**config.mk**
```make
export PLATFORM = sky130hd
export DESIGN_NAME = diff_drive_mixer_flat
export DESIGN_NICKNAME = d
export VERILOG_FILES = /design/src/rtl/drv_pkg.sv /design/src/rtl/diff_drive_mixer_if.sv /design/src/rtl/slew_limiter.sv /design/src/rtl/diff_drive_mixer.sv /design/src/flat_wrapper.sv
export SDC_FILE = /design/constraint.sdc
export NUM_CORES = 1
export LEC_CHECK = 0
export ABC_AREA = 1
export BUFFER_PORTS_ARGS = -buffer_cell sky130_fd_sc_hd__buf_4
export CAP_MARGIN = 20
export CORE_UTILIZATION = 35
export CTS_CLUSTER_SIZE = 12
export DETAILED_ROUTE_END_ITERATION = 6
export PLACE_DENSITY = 0.56
export SYNTH_ARGS = -nofsm -noshare
export SYNTH_HDL_FRONTEND = slang
export SYNTH_SLANG_ARGS = --single-unit
```
**constraint.sdc**
```tcl
create_clock -name clk -period 10.95 [get_ports clk]
set_clock_uncertainty 0.1 [all_clocks]
set_input_delay 0.5475 -clock clk [delete_from_list [all_inputs] [get_ports clk]]
set_output_delay 0.5475 -clock clk [all_outputs]
set_load 0.05 [all_outputs]
```
**src/rtl/drv_pkg.sv**
```systemverilog
// Shared drive-path definitions: FSM state encoding and default duty constants.
package drv_pkg;

    typedef enum logic [1:0] {
        IDLE  = 2'd0,
        RAMP  = 2'd1,
        TRACK = 2'd2,
        STOP  = 2'd3
    } drv_state_t;

    localparam int BASE_DUTY             = 16384;
    localparam int MAX_DUTY_CYCLE_OFFSET = 8250;

endpackage

```
**src/rtl/diff_drive_mixer_if.sv**
```systemverilog
// Control/duty bundle between the PID loop, the mixer and the two PWM channels.
interface diff_drive_mixer_if
    import drv_pkg::*;
#(
    parameter int PWM_RESOLUTION = 17
);
    logic                             clk_en;
    logic                             en;
    logic                             estop;
    logic                             mode_diff;
    logic        [PWM_RESOLUTION-1:0] base_duty;
    logic signed [PWM_RESOLUTION:0]   offset_in;
    logic        [PWM_RESOLUTION-1:0] duty_l;
    logic        [PWM_RESOLUTION-1:0] duty_r;
    logic                             at_target;
    logic                             clamp_flag;
    drv_state_t                       state;

    // Side that supplies the control words and consumes the duties.
    modport master (
        output clk_en, en, estop, mode_diff, base_duty, offset_in,
        input  duty_l, duty_r, at_target, clamp_flag, state
    );

    // Mixer side.
    modport slave (
        input  clk_en, en, estop, mode_diff, base_duty, offset_in,
        output duty_l, duty_r, at_target, clamp_flag, state
    );
endinterface

```
**src/rtl/slew_limiter.sv**
```systemverilog
// Moves one duty value toward its target by at most STEP per update.
module slew_limiter #(
    parameter int WIDTH = 17,
    parameter int STEP  = 512
) (
    input  logic [WIDTH-1:0] cur,
    input  logic [WIDTH-1:0] target,
    output logic [WIDTH-1:0] next,
    output logic             reached
);
    // A step at least as large as the full range means "jump straight to target",
    // so clamping it to the largest representable gap keeps the arithmetic in WIDTH bits.
    localparam longint FULL_L = (longint'(1) << WIDTH) - 1;
    localparam longint LIM_L  = (longint'(STEP) > FULL_L) ? FULL_L : longint'(STEP);
    localparam logic [WIDTH-1:0] LIM = LIM_L[WIDTH-1:0];

    logic [WIDTH-1:0] up_gap;
    logic [WIDTH-1:0] dn_gap;

    // Choose between a full step and landing exactly on the target.
    always_comb begin
        up_gap  = target - cur;
        dn_gap  = cur - target;
        next    = cur;
        if (target > cur) begin
            next = (up_gap > LIM) ? (cur + LIM) : target;
        end else if (target < cur) begin
            next = (dn_gap > LIM) ? (cur - LIM) : target;
        end
        reached = (next == target);
    end
endmodule

```
**src/rtl/diff_drive_mixer.sv**
```systemverilog
// Clamps the PID offset, mixes it with the base duty into left/right targets,
// and slews the registered duties toward them under a run/stop FSM with e-stop.
module diff_drive_mixer
    import drv_pkg::*;
#(
    parameter int PWM_RESOLUTION = 17,
    parameter int DUTY_MAX       = 65536,
    parameter int MAX_OFFSET     = MAX_DUTY_CYCLE_OFFSET,
    parameter int SLEW_STEP      = 512
) (
    input  logic                clk,
    input  logic                reset_n,
    diff_drive_mixer_if.slave   bus
);
    localparam int W  = PWM_RESOLUTION;
    localparam int CW = PWM_RESOLUTION + 2;

    localparam logic signed [CW-1:0] OFF_MAX = CW'(MAX_OFFSET);
    localparam logic signed [CW-1:0] OFF_MIN = -OFF_MAX;
    localparam logic signed [CW-1:0] DMAX_S  = CW'(DUTY_MAX);
    localparam logic        [W-1:0]  DMAX_U  = W'(DUTY_MAX);

    // Symmetric clamp of the control offset.
    function automatic logic signed [CW-1:0] clamp_offset(input logic signed [CW-1:0] x);
        if (x > OFF_MAX) return OFF_MAX;
        if (x < OFF_MIN) return OFF_MIN;
        return x;
    endfunction

    // Saturate a mixed value into the legal duty range [0, DUTY_MAX].
    function automatic logic [W-1:0] sat_duty(input logic signed [CW-1:0] x);
        if (x[CW-1])    return '0;
        if (x > DMAX_S) return DMAX_U;
        return x[W-1:0];
    endfunction

    drv_state_t        state_q;
    logic [W-1:0]      duty_l_q, duty_r_q;
    logic [W-1:0]      duty_l_d, duty_r_d;
    logic              at_target_q, clamp_flag_q;

    logic signed [CW-1:0] base_ext, off_ext, off_c, l_raw, r_raw;
    logic [W-1:0]         tgt_l, tgt_r;
    logic                 clamp_hit, rch_l, rch_r, both_reached;

    // Mixing is done two bits wider than the duty so base +/- offset never wraps.
    // With en low every path leads to STOP or IDLE, so the target is simply zero.
    always_comb begin
        base_ext  = $signed({2'b00, bus.base_duty});
        off_ext   = $signed({bus.offset_in[W], bus.offset_in});
        off_c     = clamp_offset(off_ext);
        clamp_hit = (off_c != off_ext);
        l_raw     = bus.mode_diff ? (base_ext - off_c) : base_ext;
        r_raw     = base_ext + off_c;
        tgt_l     = bus.en ? sat_duty(l_raw) : '0;
        tgt_r     = bus.en ? sat_duty(r_raw) : '0;
    end

    slew_limiter #(.WIDTH(W), .STEP(SLEW_STEP)) u_slew_l (
        .cur     (duty_l_q),
        .target  (tgt_l),
        .next    (duty_l_d),
        .reached (rch_l)
    );

    slew_limiter #(.WIDTH(W), .STEP(SLEW_STEP)) u_slew_r (
        .cur     (duty_r_q),
        .target  (tgt_r),
        .next    (duty_r_d),
        .reached (rch_r)
    );

    assign both_reached = rch_l & rch_r;

    // Run/stop FSM and duty registers; e-stop overrides everything except reset.
    always_ff @(posedge clk or negedge reset_n) begin
        if (!reset_n) begin
            state_q      <= IDLE;
            duty_l_q     <= '0;
            duty_r_q     <= '0;
            at_target_q  <= 1'b0;
            clamp_flag_q <= 1'b0;
        end else if (bus.estop) begin
            state_q      <= IDLE;
            duty_l_q     <= '0;
            duty_r_q     <= '0;
            at_target_q  <= 1'b0;
            clamp_flag_q <= 1'b0;
        end else if (bus.clk_en) begin
            duty_l_q     <= duty_l_d;
            duty_r_q     <= duty_r_d;
            at_target_q  <= both_reached;
            clamp_flag_q <= clamp_hit;
            case (state_q)
                IDLE: begin
                    if (bus.en) state_q <= RAMP;
                end
                RAMP: begin
                    if (!bus.en)           state_q <= STOP;
                    else if (both_reached) state_q <= TRACK;
                end
                TRACK: begin
                    if (!bus.en) state_q <= STOP;
                end
                STOP: begin
                    if (bus.en)            state_q <= RAMP;
                    else if (both_reached) state_q <= IDLE;
                end
                default: state_q <= IDLE;
            endcase
        end
    end

    assign bus.duty_l     = duty_l_q;
    assign bus.duty_r     = duty_r_q;
    assign bus.at_target  = at_target_q;
    assign bus.clamp_flag = clamp_flag_q;
    assign bus.state      = state_q;
endmodule

```
**src/flat_wrapper.sv**
```systemverilog
// flat-port wrapper written by rule: the top's interface ports become plain ports
module diff_drive_mixer_flat import drv_pkg::*;
#(
    parameter int PWM_RESOLUTION = 17,
    parameter int DUTY_MAX       = 65536,
    parameter int MAX_OFFSET     = MAX_DUTY_CYCLE_OFFSET,
    parameter int SLEW_STEP      = 512
)
  (clk, reset_n, bus_clk_en, bus_en, bus_estop, bus_mode_diff, bus_base_duty, bus_offset_in, bus_duty_l, bus_duty_r, bus_at_target, bus_clamp_flag, bus_state);
  diff_drive_mixer_if #(.PWM_RESOLUTION(PWM_RESOLUTION)) bus_i ();
  input  logic clk;
  input  logic reset_n;
  input wire logic [$bits(bus_i.clk_en)-1:0] bus_clk_en;
  input wire logic [$bits(bus_i.en)-1:0] bus_en;
  input wire logic [$bits(bus_i.estop)-1:0] bus_estop;
  input wire logic [$bits(bus_i.mode_diff)-1:0] bus_mode_diff;
  input wire logic [$bits(bus_i.base_duty)-1:0] bus_base_duty;
  input wire logic [$bits(bus_i.offset_in)-1:0] bus_offset_in;
  output wire logic [$bits(bus_i.duty_l)-1:0] bus_duty_l;
  output wire logic [$bits(bus_i.duty_r)-1:0] bus_duty_r;
  output wire logic [$bits(bus_i.at_target)-1:0] bus_at_target;
  output wire logic [$bits(bus_i.clamp_flag)-1:0] bus_clamp_flag;
  output wire logic [$bits(bus_i.state)-1:0] bus_state;
  assign bus_i.clk_en = bus_clk_en;
  assign bus_i.en = bus_en;
  assign bus_i.estop = bus_estop;
  assign bus_i.mode_diff = bus_mode_diff;
  assign bus_i.base_duty = bus_base_duty;
  assign bus_i.offset_in = bus_offset_in;
  assign bus_duty_l = bus_i.duty_l;
  assign bus_duty_r = bus_i.duty_r;
  assign bus_at_target = bus_i.at_target;
  assign bus_clamp_flag = bus_i.clamp_flag;
  assign bus_state = bus_i.state;
  diff_drive_mixer #(.PWM_RESOLUTION(PWM_RESOLUTION), .DUTY_MAX(DUTY_MAX), .MAX_OFFSET(MAX_OFFSET), .SLEW_STEP(SLEW_STEP)) u_core (.clk(clk), .reset_n(reset_n), .bus(bus_i));
endmodule
```
==> impl_metrics.csv <==
group,metric,value,unit
layout,stdcell_area,11950,sq um
critical_path,critPathCaptureType,"register",
critical_path,r2r_slack,5.72,ns
drt,vias,13330,
synth,seq_area_frac_synth,8.717,%
floorplan,start_util,35.66,%
clock_network,post_cts_buffers,0,
grt,grt_pass1_vias,12670,
critical_path,startpoint_type,"input port",
timing,setup_viol,0,
clock_network,clock_path_buffers,2,
critical_path,rr_startpoint,"u_core.bus.duty_l[12]$_DFFE_PN0P_",
drt,highest-signal-layer,"met4",
critical_path,crit_path_frequent_cell,"nand2_1",
synth,ys_ff_latch,38,
critical_path,worstPathRequired,11.04,ns
clock_network,cts_sinks,38,
clock_network,cts_tree,"yes",
power_and_ir_drop,ir_drop,0.0001881,V
timing,finalCritPeriodShare,89.40,%
placed_design,placed_cell_area,11780,sq um
timing,max_freq,102.2,MHz
timing,finalSetupTns,0,ns
timing,maxSlewHeadroom,38.29,%
clock_network,clkTransAtPathRegs,0.06,ns
synth,synth_edf_count,0,
clock_network,clk_latency,0.31,ns
timing,slew_violations,0,
synth,postSynthCellCount,2052,
critical_path,slowest_delay,0.76,ns
timing,hold_ws,0.1309,ns
status,status,"complete, no violations",
drt,wl_met3,2411,microns
floorplan,core-area,30590,sq um
clock_network,post_cts_resized,0,
drt,routed_wl,43720,microns
clock_network,root_buffer,"clkbuf_16",
critical_path,timing.rr.end,"u_core.bus.state[1]$_DFFE_PN0P_",
layout,area_growth,9.577,%
synth,synth_area_leaders,"nand2_1 (24%), ha_1 (13%), inv_1 (11%), dfrtp_1 (8.7%), nand3_1 (7.8%)",
timing,tightest_slew,0.9234,ns
floorplan,die_y,178.5,microns
grt,antenna_found_initial,1,
critical_path,rr_worst_depth,28,
drt,met2_length,20810,microns
grt,grt_max_degree,39,
synth,netlist.top_cell.by_area,"nand2_1",
drt,routedLengthMet1,19200,microns
grt,grt-ovfl-total,0,
synth,ys_types,47,
layout,final_layout_size_suffix_gt1_share,6.217,%
floorplan,rows,64,
drt,wl_per_cell,17.57,microns
drt,dr.first_iter.drc_count,1154,
synth,synth_top_area_share,23.84,%
drt,dr.pass1.iters,5,
floorplan,dieArea,31880,sq um
floorplan,io_pins,79,
clock_network,htreeDepth,2,
drt,routed_via_density,5.357,
critical_path,cp_max_fo,22,
drt,ant_nets,0,
synth,synthFlopType,"dfrtp_1",
power_and_ir_drop,leakage,0.006910,uW
layout,nets,2247,
drt,drc,0,
floorplan,die_w,178.5,microns
critical_path,cp_data_arrival_time,9.88,ns
synth,ys_async_sr_fraction,100.0,%
power_and_ir_drop,power.density,337.2,nW/um^2
placed_design,place_hpwl,36370,microns
synth,synth_area,10910,sq um
clock_network,ctsHoldBuffers,0,
critical_path,slowest_stage,"a21boi_1",
synth,yosysWarnings,0,
synth,syn_nets,2208,
timing,rsz0062_at_grt,"false",
timing,final-hold-violation-count,0,
placed_design,routabilityCongestion,0.9948,
synth,syn_area_per_cell,5.316,sq um
grt,track_usage,27.65,%
clock_network,cts-buffers-inserted,5,
flow_run,maxCapViolCount,0,
timing,period_needed,9.789,ns
critical_path,crit_type,"in2reg",
hold_path,hold_path_class,"in2async",
grt,grt_pass1_wl,68490,microns
placed_design,numPortBuffers,78,
metal layers:
| metal | track usage, % | vias up |
|---|---|---|
| met1 | 35.07 | 6119 |
| met5 | 0 | - |
| met4 | 8.828 | 0 |
| met2 | 48.37 | 480 |
| met3 | 3.090 | 85 |
| li1 | - | 6645 |
worst max-delay path, delay by kind of cell:
family / cells / cell delay (ns)
buffers and inverters: 10 / 1.19
AO/OA/AOI/OAI: 8 / 2.28
AND/OR/NAND/NOR: 32 / 4.64
adder cells (fa/ha/maj): 3 / 1.18
logic make-up after synthesis:
kind of cell	share of synthesized area (%)
and+or+nand+nor	44.08
DFF	8.717
buffers and inverters	13.60
xor gates and xnor gates	3.773
AOI/OAI and AO/OA	16.37
adders and majority gates	13.46
cell usage after synthesis, types with 4 or more instances:
| master | instances |
|---|---|
| nand4_1 | 48 |
| o21ai_1 | 17 |
| inv_2 | 11 |
| nor2_2 | 6 |
| inv_1 | 315 |
| nor2_4 | 4 |
| clkinv_1 | 4 |
| clkbuf_1 | 16 |
| nand2_1 | 693 |
| or2_2 | 10 |
| o211ai_1 | 6 |
| o21ai_0 | 100 |
| buf_4 | 5 |
| fa_1 | 4 |
| buf_2 | 23 |
| o2111ai_1 | 13 |
| nand3_1 | 169 |
| a21oi_1 | 144 |
| nand3b_1 | 5 |
| xor2_1 | 44 |
| nor3_1 | 19 |
| o22ai_1 | 8 |
| nor2_1 | 184 |
| dfrtp_1 | 38 |
| nand3_2 | 4 |
| o21bai_1 | 12 |
| ha_1 | 111 |
| a21o_1 | 4 |
layout by cell type, fill, tap and decap left out, types with 5 or more instances in the layout:
cell       Yosys  routed
nor3_1        19      19
buf_4          5      82
o2111ai_1     13      13
o22ai_1        8       8
ha_1         111     111
nor2_4         4       5
a21oi_1      144     144
o211ai_1       6       6
dfrtp_1       38      38
inv_2         11      11
nor2_2         6       6
nand2_1      693     693
inv_1        315     315
o21ai_1       17      17
nor2_1       184     183
o21bai_1      12      12
nand3_1      169     169
xor2_1        44      44
nand4_1       48      48
or2_2         10      10
o21ai_0      100     100
clkbuf_16      0       5
nand3b_1       5       5
flip-flops by register name (all words and copies together) (netlist names):
name,count
u_core.bus.duty_r,17
u_core.bus.state,2
u_core.bus.duty_l,17
u_core.bus.at_target,1
u_core.bus.clamp_flag,1
power breakdown:
part           internal, uW  switching, uW
Clock                   113           68.5
Combinational          1130           2420
Sequential              196            110
Total                  1440           2600
worst max-delay path by stage:
stage	startpoint	endpoint	cells after the start
floorplan	bus_offset_in[12]	u_core.bus.state[0]$_DFFE_PN0P_	59
global placement	bus_offset_in[8]	u_core.bus.state[0]$_DFFE_PN0P_	54
detailed placement	bus_offset_in[8]	u_core.bus.state[1]$_DFFE_PN0P_	53
CTS	bus_offset_in[8]	u_core.bus.state[1]$_DFFE_PN0P_	53
global route	bus_offset_in[8]	u_core.bus.state[1]$_DFFE_PN0P_	54
finish	bus_offset_in[8]	u_core.bus.state[1]$_DFFE_PN0P_	53
area by class of cell:
| class | instances | area, sq um |
|---|---|---|
| antenna | 1 | 2.502 |
| clock buffer | 6 | 138.9 |
| clock inverter | 1 | 30.03 |
| fill | 3509 | 18640 |
| inverter | 330 | 1239 |
| multi-input combinational | 1634 | 8482 |
| sequential | 38 | 950.9 |
| tap | 396 | 495.5 |
| timing repair buffer | 82 | 615.6 |
stage by stage:
stage | worst slack, ns | util, % | power, uW | cells
6_report | 1.161 | 39.08 | 4031 | 2488
5_1_grt | 0.2582 | 39.07 | 4474 | 2487
4_1_cts | 1.347 | 39.07 | 3977 | 2487
3_5_place_dp | 1.065 | 38.52 | 3775 | 2480
3_3_place_gp | 1.052 | 38.52 | 3812 | 2480
2_1_floorplan | 4.001 | - | 2902 | 2052
No activity file was read; power rests on OpenSTA's default activity.
